### src/rtl/fetch_sequencer.sv
// fetch_sequencer: YuCore PC owner and instruction fetch sequencer.
// Handles variable-latency imem, redirects, traps, halt and bus timeout.
module fetch_sequencer #(
    parameter int unsigned             DATA_WIDTH     = 32,
    parameter logic [DATA_WIDTH-1:0]   RESET_VECTOR   = '0,
    parameter int unsigned             TIMEOUT_CYCLES = 64
) (
    input  logic                  clk,
    input  logic                  rst,
    output logic                  imem_req,
    output logic [DATA_WIDTH-1:0] imem_addr,
    input  logic                  imem_gnt,
    input  logic                  imem_rvalid,
    input  logic [DATA_WIDTH-1:0] imem_rdata,
    output logic                  instr_valid,
    input  logic                  instr_ready,
    output logic [DATA_WIDTH-1:0] instr,
    output logic [DATA_WIDTH-1:0] instr_pc,
    input  logic                  redirect_valid,
    input  logic [DATA_WIDTH-1:0] redirect_target,
    input  logic                  trap_valid,
    input  logic [DATA_WIDTH-1:0] trap_vector,
    input  logic                  halt_req,
    output logic [DATA_WIDTH-1:0] pc,
    output logic                  fetch_fault,
    output logic                  halted
);

    localparam int unsigned CW = $clog2(TIMEOUT_CYCLES + 1);
    localparam logic [CW-1:0] CNT_LAST = CW'(TIMEOUT_CYCLES - 1);

    typedef enum logic [2:0] {
        S_BOOT,
        S_REQ,
        S_WAIT,
        S_HOLD,
        S_HALT
    } state_t;

    state_t                state_q, state_d;
    logic [DATA_WIDTH-1:0] pc_q, pc_d;
    logic [DATA_WIDTH-1:0] instr_q, instr_d;
    logic [DATA_WIDTH-1:0] instr_pc_q, instr_pc_d;
    logic                  fault_q, fault_d;
    logic                  drop_q, drop_d;
    logic [CW-1:0]         cnt_q, cnt_d;

    logic [DATA_WIDTH-1:0] tv_al;
    logic                  tv_mis;
    logic [DATA_WIDTH-1:0] nxt_pc;
    logic                  tmo;

    assign tv_al  = {trap_vector[DATA_WIDTH-1:2], 2'b00};
    assign tv_mis = |trap_vector[1:0];
    assign nxt_pc = redirect_valid ? redirect_target
                                   : pc_q + DATA_WIDTH'(4);
    assign tmo    = (cnt_q == CNT_LAST);

    // Next-state, PC update, drain flag and timeout counter.
    always_comb begin
        state_d    = state_q;
        pc_d       = pc_q;
        instr_d    = instr_q;
        instr_pc_d = instr_pc_q;
        drop_d     = drop_q;
        fault_d    = 1'b0;
        cnt_d      = '0;
        unique case (state_q)
            S_BOOT: begin
                state_d = S_REQ;
            end
            S_REQ: begin
                if (trap_valid) begin
                    pc_d    = tv_al;
                    fault_d = tv_mis;
                    if (imem_gnt) begin
                        state_d = S_WAIT;
                        drop_d  = 1'b1;
                    end
                end else if (imem_gnt) begin
                    state_d = S_WAIT;
                end else if (tmo) begin
                    fault_d = 1'b1;
                    pc_d    = tv_al;
                end else begin
                    cnt_d = cnt_q + CW'(1);
                end
            end
            S_WAIT: begin
                if (trap_valid) begin
                    pc_d    = tv_al;
                    fault_d = tv_mis;
                    if (imem_rvalid) begin
                        state_d = S_REQ;
                        drop_d  = 1'b0;
                    end else begin
                        drop_d = 1'b1;
                    end
                end else if (imem_rvalid) begin
                    if (drop_q) begin
                        drop_d  = 1'b0;
                        state_d = S_REQ;
                    end else begin
                        instr_d    = imem_rdata;
                        instr_pc_d = pc_q;
                        state_d    = S_HOLD;
                    end
                end else if (tmo) begin
                    fault_d = 1'b1;
                    if (drop_q) begin
                        drop_d  = 1'b0;
                        state_d = S_REQ;
                    end else begin
                        pc_d   = tv_al;
                        drop_d = 1'b1;
                    end
                end else begin
                    cnt_d = cnt_q + CW'(1);
                end
            end
            S_HOLD: begin
                if (trap_valid) begin
                    pc_d    = tv_al;
                    fault_d = tv_mis;
                    state_d = S_REQ;
                end else if (instr_ready) begin
                    if (|nxt_pc[1:0]) begin
                        fault_d = 1'b1;
                        pc_d    = tv_al;
                        state_d = S_REQ;
                    end else begin
                        pc_d    = nxt_pc;
                        state_d = halt_req ? S_HALT : S_REQ;
                    end
                end
            end
            S_HALT: begin
                if (trap_valid) begin
                    pc_d    = tv_al;
                    fault_d = tv_mis;
                    state_d = S_REQ;
                end
            end
            default: begin
                state_d = S_BOOT;
            end
        endcase
    end

    // State and datapath registers.
    always_ff @(posedge clk) begin
        if (rst) begin
            state_q    <= S_BOOT;
            pc_q       <= RESET_VECTOR;
            instr_q    <= '0;
            instr_pc_q <= '0;
            fault_q    <= 1'b0;
            drop_q     <= 1'b0;
            cnt_q      <= '0;
        end else begin
            state_q    <= state_d;
            pc_q       <= pc_d;
            instr_q    <= instr_d;
            instr_pc_q <= instr_pc_d;
            fault_q    <= fault_d;
            drop_q     <= drop_d;
            cnt_q      <= cnt_d;
        end
    end

    assign imem_req    = (state_q == S_REQ);
    assign imem_addr   = pc_q;
    assign instr_valid = (state_q == S_HOLD);
    assign instr       = instr_q;
    assign instr_pc    = instr_pc_q;
    assign pc          = pc_q;
    assign fetch_fault = fault_q;
    assign halted      = (state_q == S_HALT);

endmodule
### config.mk
export PLATFORM = sky130hd
export DESIGN_NAME = fetch_sequencer
export DESIGN_NICKNAME = d
export VERILOG_FILES = /design/src/rtl/fetch_sequencer.sv
export SDC_FILE = /design/constraint.sdc
export NUM_CORES = 1
export LEC_CHECK = 0
export ABC_AREA = 1
export BUFFER_PORTS_ARGS = -buffer_cell sky130_fd_sc_hd__buf_4
export CAP_MARGIN = 5
export CORE_MARGIN = 1
export CORE_UTILIZATION = 40
export DETAILED_ROUTE_END_ITERATION = 7
export PLACE_DENSITY = 0.71
export SETUP_SLACK_MARGIN = 0.02
export SYNTH_ARGS = -nofsm -noshare
export SYNTH_HDL_FRONTEND = slang
export SYNTH_SLANG_ARGS = --single-unit
### constraint.sdc
create_clock -name clk -period 2.09 [get_ports clk]
set_input_delay 0.418 -clock clk [delete_from_list [all_inputs] [get_ports clk]]
set_output_delay 0.418 -clock clk [all_outputs]
set_load 0.05 [all_outputs]
==> impl_metrics.json, run 1 <==
{
  "status": "complete, no violations",
  "layout_min_cycle_time_ns": 1.87,
  "die_w_um": 124,
  "rows": 44,
  "placedCellCount": 1313,
  "first_global_vias": 6007,
  "cts_made_buffers": 9,
  "critical_path_class": "reg2reg",
  "synth-main-ff-cell": "dfxtp_1",
  "coreArea_mm2": 0.0145,
  "synth-async-reset-ratio": 0,
  "synthDominantAreaCellType": "dfxtp_1",
  "area_delta_synth_final_pct": 34.8,
  "clock_sinks": 108,
  "grt.total_usage": 0.255,
  "yosysSeqAreaShare": 0.365,
  "grt_antenna_before_repair": 0,
  "ys_types": 31,
  "gr-total-overflow": 0,
  "finalHoldViolations": 0,
  "synth_most_common_cell": "nand2_1",
  "cts_resized": 0,
  "p_leak_uw": 0.00379,
  "hp-class": "in2reg",
  "cts_tree": "done",
  "syn_avg_cell_area_um2": 6.26,
  "r2r_cells": 11,
  "min_path_cells": 3,
  "routedWlPerCell_um": 14.3,
  "port-buffer-count": 235,
  "grt_max_degree": 63,
  "power_density_mw_per_mm2": 1230,
  "viasPerCell": 4.90,
  "clock_skew_ns": 0.00808,
  "drc": 0,
  "drtIter0Drc": 342,
  "synthTopCellsByArea": "dfxtp_1 (37%), nand2_1 (14%), nor2_1 (14%), o21ai_0 (6.8%), a21oi_1 (5.6%)",
  "fin_cells": 1329,
  "die_y_um": 124,
  "cts_hold_buf": 0,
  "synth-edff-count": 0,
  "worst_pin_slew_ns": 0.539,
  "diodes": 0,
  "hpwl_um": 14500,
  "grt_pass1_wl_um": 29900,
  "fin_crit_sh": 0.897,
  "setup_viol": 0,
  "globalplace.congestion": 0.949,
  "tns_ns": 0,
  "yosys-top-cells-count": "nand2_1 (225), nor2_1 (220), dfxtp_1 (108), o21ai_0 (81), inv_1 (67)",
  "synth-warning-count": 0,
  "fmax_mhz": 533,
  "dr.pass1.iters": 5,
  "required_ns": 2.35,
  "clock_latency_ns": 0.36,
  "syn-num-nets": 1052,
  "critPathMaxFanout": 30,
  "layout-drive-gt1-share": 0.262,
  "initial_utilization": 0.409,
  "cp-end-kind": "register",
  "clkSlewWorstSetupHoldPaths_ns": 0.07,
  "drv_cap": 0,
  "die_area_mm2": 0.0153,
  "vias": 6511,
  "maxSlewHeadroom": 0.641,
  "vdd_ir_drop_max_v": 0.000762,
  "clock_path_buffers": 2,
  "cts-root-buf": "clkbuf_16",
  "ant_nets": 0,
  "rsz0062_at_grt": "no",
  "fin_nets": 1246,
  "stdcell_area_mm2": 0.00798,
  "critPathLaunchType": "register",
  "post-cts-setup-buffer-count": 0,
  "arrival_ns": 2.13,
  "io_pins": 236,
  "syn-instance-count": 946,
  "synth_top_area_frac": 0.365,
  "ys_ff_latch": 108,
  "htreeDepth": 3,
  "netlist_area_mm2": 0.00592,
  "placed_cell_area_mm2": 0.00765,
  "wl_um": 19000,
  "drv_slew": 0
}
## cell usage in the layout (no fill, tap or decap), drive strengths merged, types with 2 or more instances in the layout
| cell | synthesis | layout |
|---|---|---|
| nand2 | 227 | 227 |
| dfxtp | 108 | 108 |
| buf | 54 | 258 |
| nor2 | 228 | 228 |
| o21ai | 83 | 83 |
| xnor2 | 2 | 2 |
| clkbuf | 21 | 12 |
| bufinv | 0 | 2 |
| nand4 | 7 | 7 |
| a21oi | 66 | 66 |
| xor2 | 2 | 2 |
| nand3 | 62 | 62 |
| or2 | 2 | 2 |
| nor3b | 2 | 2 |
| ha | 2 | 2 |
| nor3 | 3 | 3 |
| inv | 73 | 73 |
| clkinv | 1 | 3 |
## worst max-delay path, cell delays in order, from the launching register on
cell and delay [ns]:
dfxtp_1 0.35, ha_1 0.17, nand2_1 0.10, nor2_4 0.16
nand2_1 0.12, o21ai_2 0.21, nand3_4 0.14, buf_4 0.25
nor2_1 0.12, nand2_1 0.06, nand2_1 0.06, inv_1 0.03
## stage by stage
stage,util,hold slack (ns),power (uW),setup WS [ns]
after floorplan,-,0.418,6690,0.0937
after global placement,0.528,0.431,7840,0.301
after detailed placement,0.528,0.444,7890,0.239
after CTS,0.551,0.300,9840,0.231
after global routing,0.551,0.323,10400,0.0380
final,0.551,0.311,9820,0.215
## cell type report
type	count	area, um2
timing repair buffer	258	1960
clock buffer	12	267
inverter	74	278
fill	1423	6500
clock inverter	4	70.1
sequential	108	2160
multi-input combinational	689	3010
tap	184	230
## power by group
part	switching, uW	leakage (uW)	internal (uW)
Combinational	3540	0.00274	1490
Sequential	420	0.000879	2420
Clock	804	0.000169	1150
## cells by family (layout without fill, tap and decap cells)
logic type      count (synthesis)  count (layout)  share of synthesized area
buf+inv                       149             348                      0.126
flops                         108             108                      0.365
fa+ha+maj                       2               2                    0.00422
xor+xnor                        4               4                    0.00592
compound gates                152             152                      0.131
simple gates                  531             531                      0.368
## state kept, by name, summed over array words and instances, names as in the netlist
signal,flops
imem_addr,32
instr,32
instr_pc,32
cnt_q,7
state_q,3
drop_q,1
fetch_fault,1
## final timing paths
kind,startpoint,slack (ns),endpoint
setup / recovery,cnt_q[0]$_SDFF_PP0_,0.22,imem_addr[17]$_SDFFE_PP0P_
hold / removal,imem_rdata[30],0.31,instr[30]$_SDFFE_PP0P_
setup reg to reg,cnt_q[0]$_SDFF_PP0_,0.22,imem_addr[17]$_SDFFE_PP0P_
hold reg to reg,cnt_q[0]$_SDFF_PP0_,0.45,cnt_q[0]$_SDFF_PP0_
## layer usage
metal,track usage,wire (um),up-vias
li1,-,-,3340
met1,0.311,7910,2893
met2,0.414,8760,244
met3,0.0842,1850,34
met4,0.0986,440,0
met5,0,0,-
Note: power is estimated with default switching activity, not from simulation.
==> inputs of run 2 (changes only) <==
Settings changed: ABC_AREA 1 to unset, GPL_ROUTABILITY_DRIVEN set to 0, PLACE_DENSITY 0.71 to 0.72.
==> impl_metrics.json, run 2 <==
{
  "status": "finished with violations",
  "violations": "negative setup slack",
  "cp-end-kind": "register",
  "drc": 0,
  "fin_crit_sh": 1.01,
  "cts_hold_buf": 0,
  "drtIter0Drc": 269,
  "yosys-top-cells-count": "nand2_1 (185), dfxtp_1 (108), a21oi_1 (92), nor2_1 (58), clkbuf_1 (42)",
  "holdWs_ns": 0.304,
  "cts_tree": "done",
  "diodes": 0,
  "critPathMaxFanout": 20,
  "hp-class": "in2reg",
  "finalHoldViolations": 0,
  "drv_slew": 0,
  "dp_slack_ns": -0.0762,
  "worst_pin_slew_ns": 0.546,
  "synth-warning-count": 0,
  "grt.total_usage": 0.235,
  "p_leak_uw": 0.00330,
  "gr-total-overflow": 0,
  "clkSlewWorstSetupHoldPaths_ns": 0.08,
  "clock_sinks": 108,
  "clock_skew_ns": 0.0123,
  "intPower_uw": 4530,
  "synth_most_common_cell": "nand2_1",
  "die_area_mm2": 0.0143,
  "synth_top_area_frac": 0.390,
  "critical_path_class": "reg2reg",
  "power_density_mw_per_mm2": 1040,
  "synthDominantAreaCellType": "dfxtp_1",
  "first_global_vias": 5303,
  "synthTopCellsByArea": "dfxtp_1 (39%), nand2_1 (13%), a21oi_1 (8.3%), a311oi_2 (5.4%), buf_4 (4.6%)",
  "viasPerCell": 5.02,
  "htreeDepth": 3,
  "cts-root-buf": "clkbuf_16",
  "switching_share": 0.447,
  "layout-drive-gt1-share": 0.372,
  "arrival_ns": 2.38,
  "pwr-share-seq": 0.325,
  "p_switching_uw": 3660,
  "area_delta_synth_final_pct": 41.5,
  "required_ns": 2.35,
  "clock_latency_ns": 0.36,
  "fin_nets": 1047,
  "syn_avg_cell_area_um2": 7.59,
  "layout_min_cycle_time_ns": 2.12,
  "initial_utilization": 0.414,
  "die_w_um": 120,
  "routedWlPerCell_um": 15.0,
  "layout_commonest_cell": "buf_4",
  "grt_max_degree": 61,
  "port-buffer-count": 235,
  "maxSlewHeadroom": 0.636,
  "critPathLaunchType": "register",
  "grt_pass1_wl_um": 26700,
  "final_util": 0.585,
  "ant_nets": 0,
  "cts_made_buffers": 9,
  "setup_viol": 4,
  "coreArea_mm2": 0.0134,
  "die_y_um": 120,
  "final_cell_mix": "buf_4 (275), nand2_1 (185), dfxtp_1 (93), a21oi_1 (90), nor2_1 (58)",
  "hpwl_um": 12200,
  "synth-main-ff-cell": "dfxtp_1",
  "dr.pass1.iters": 4,
  "io_pins": 236,
  "drv_cap": 0,
  "vdd_ir_drop_max_v": 0.000668,
  "rsz0062_at_grt": "yes",
  "p_clk_frac": 0.204,
  "clock_path_buffers": 2,
  "synth-edff-count": 0,
  "rows": 42,
  "vias": 5636,
  "yosysSeqAreaShare": 0.390,
  "grt_antenna_before_repair": 0,
  "syn-num-nets": 836,
  "netlist_area_mm2": 0.00554,
  "synth-async-reset-ratio": 0,
  "wl_um": 16900,
  "ys_ff_latch": 108,
  "syn-instance-count": 730,
  "ys_types": 50,
  "fmax_mhz": 472,
  "combPwrFrac": 0.471,
  "setup_ws_ns": -0.0308
}
[run 2: cell types whose count changed in the layout (fill, tap and decap cells not counted), moves of 19 or more]
cell	delta
a21oi_1	+24
a311oi_2	+20
buf_4	+19
inv_1	-45
nand2_1	-40
nand3_1	-42
nor2_1	-162
o21ai_0	-51
xnor2_1	+21
[run 2: area by class of cell]
cell class,count,area (um2)
fill,1310,5560
multi-input combinational,518,2880
timing repair buffer,282,2200
sequential,108,2180
clock buffer,10,239
tap,176,220
inverter,22,83.8
clock inverter,6,46.3
[run 2: repair_timing]
action / 4_1_cts / 5_1_grt
resized for setup: 3 / 5
setup endpoints to repair: 24 / 77
setup buffers: 2 / 1
hold endpoints to repair: 0 / 0
pin swaps: 0 / 1
[run 2: power by group through the flow]
stage | Sequential (uW) | Combinational (uW) | Clock, uW
after floorplan | 3430 | 2060 | 0
after global placement | 2700 | 3790 | 0
after detailed placement | 2710 | 3820 | 0
after CTS | 2660 | 3860 | 1710
after global routing | 2690 | 4080 | 1790
final | 2660 | 3860 | 1670
[run 2: path summary, 6_finish.rpt]
check	startpoint	slack, ns	cells after the start	endpoint
setup / recovery	cnt_q[1]$_SDFF_PP0_	-0.03	8	imem_addr[11]$_SDFFE_PP0P_
hold / removal	imem_rdata[27]	0.30	3	instr[27]$_SDFFE_PP0P_
setup reg to reg	cnt_q[1]$_SDFF_PP0_	-0.03	8	imem_addr[11]$_SDFFE_PP0P_
hold reg to reg	instr_pc[24]$_SDFFE_PP0P_	0.46	2	instr_pc[24]$_SDFFE_PP0P_
[run 2: kinds of logic after synthesis]
group           count (synthesis)  share of synthesized area
simple gates                  320                      0.254
compound gates                165                      0.202
flops                         108                      0.390
buf+inv                       104                     0.0991
xor+xnor                       29                     0.0458
mux                             2                    0.00361
fa+ha+maj                       2                    0.00451
[run 2: stage by stage]
step,setup TNS [ns],power [uW],area (um2),instances
6_report,-0.0492,8190,7840,1122
5_1_grt,-2.42,8570,7840,1122
4_1_cts,-0.405,8240,7810,1121
3_5_place_dp,-0.982,6520,7500,1103
3_3_place_gp,-0.549,6490,7500,1103
2_1_floorplan,0,5480,5570,730
[run 2: layer usage]
metal,GRT usage,up-vias,wire [um]
li1,-,2854,-
met1,0.292,2587,7380
met2,0.407,184,8210
met3,0.0551,11,1090
met4,0.0539,0,206
met5,0,-,0
[run 2: critical path, stage by stage, from the launching register on]
cell      delay, ns
dfxtp_2        0.36
ha_4           0.13
nand4_1        0.09
or4_4          0.54
a311oi_4       0.27
buf_12         0.17
buf_12         0.16
nor2_1         0.07
a311oi_2       0.24
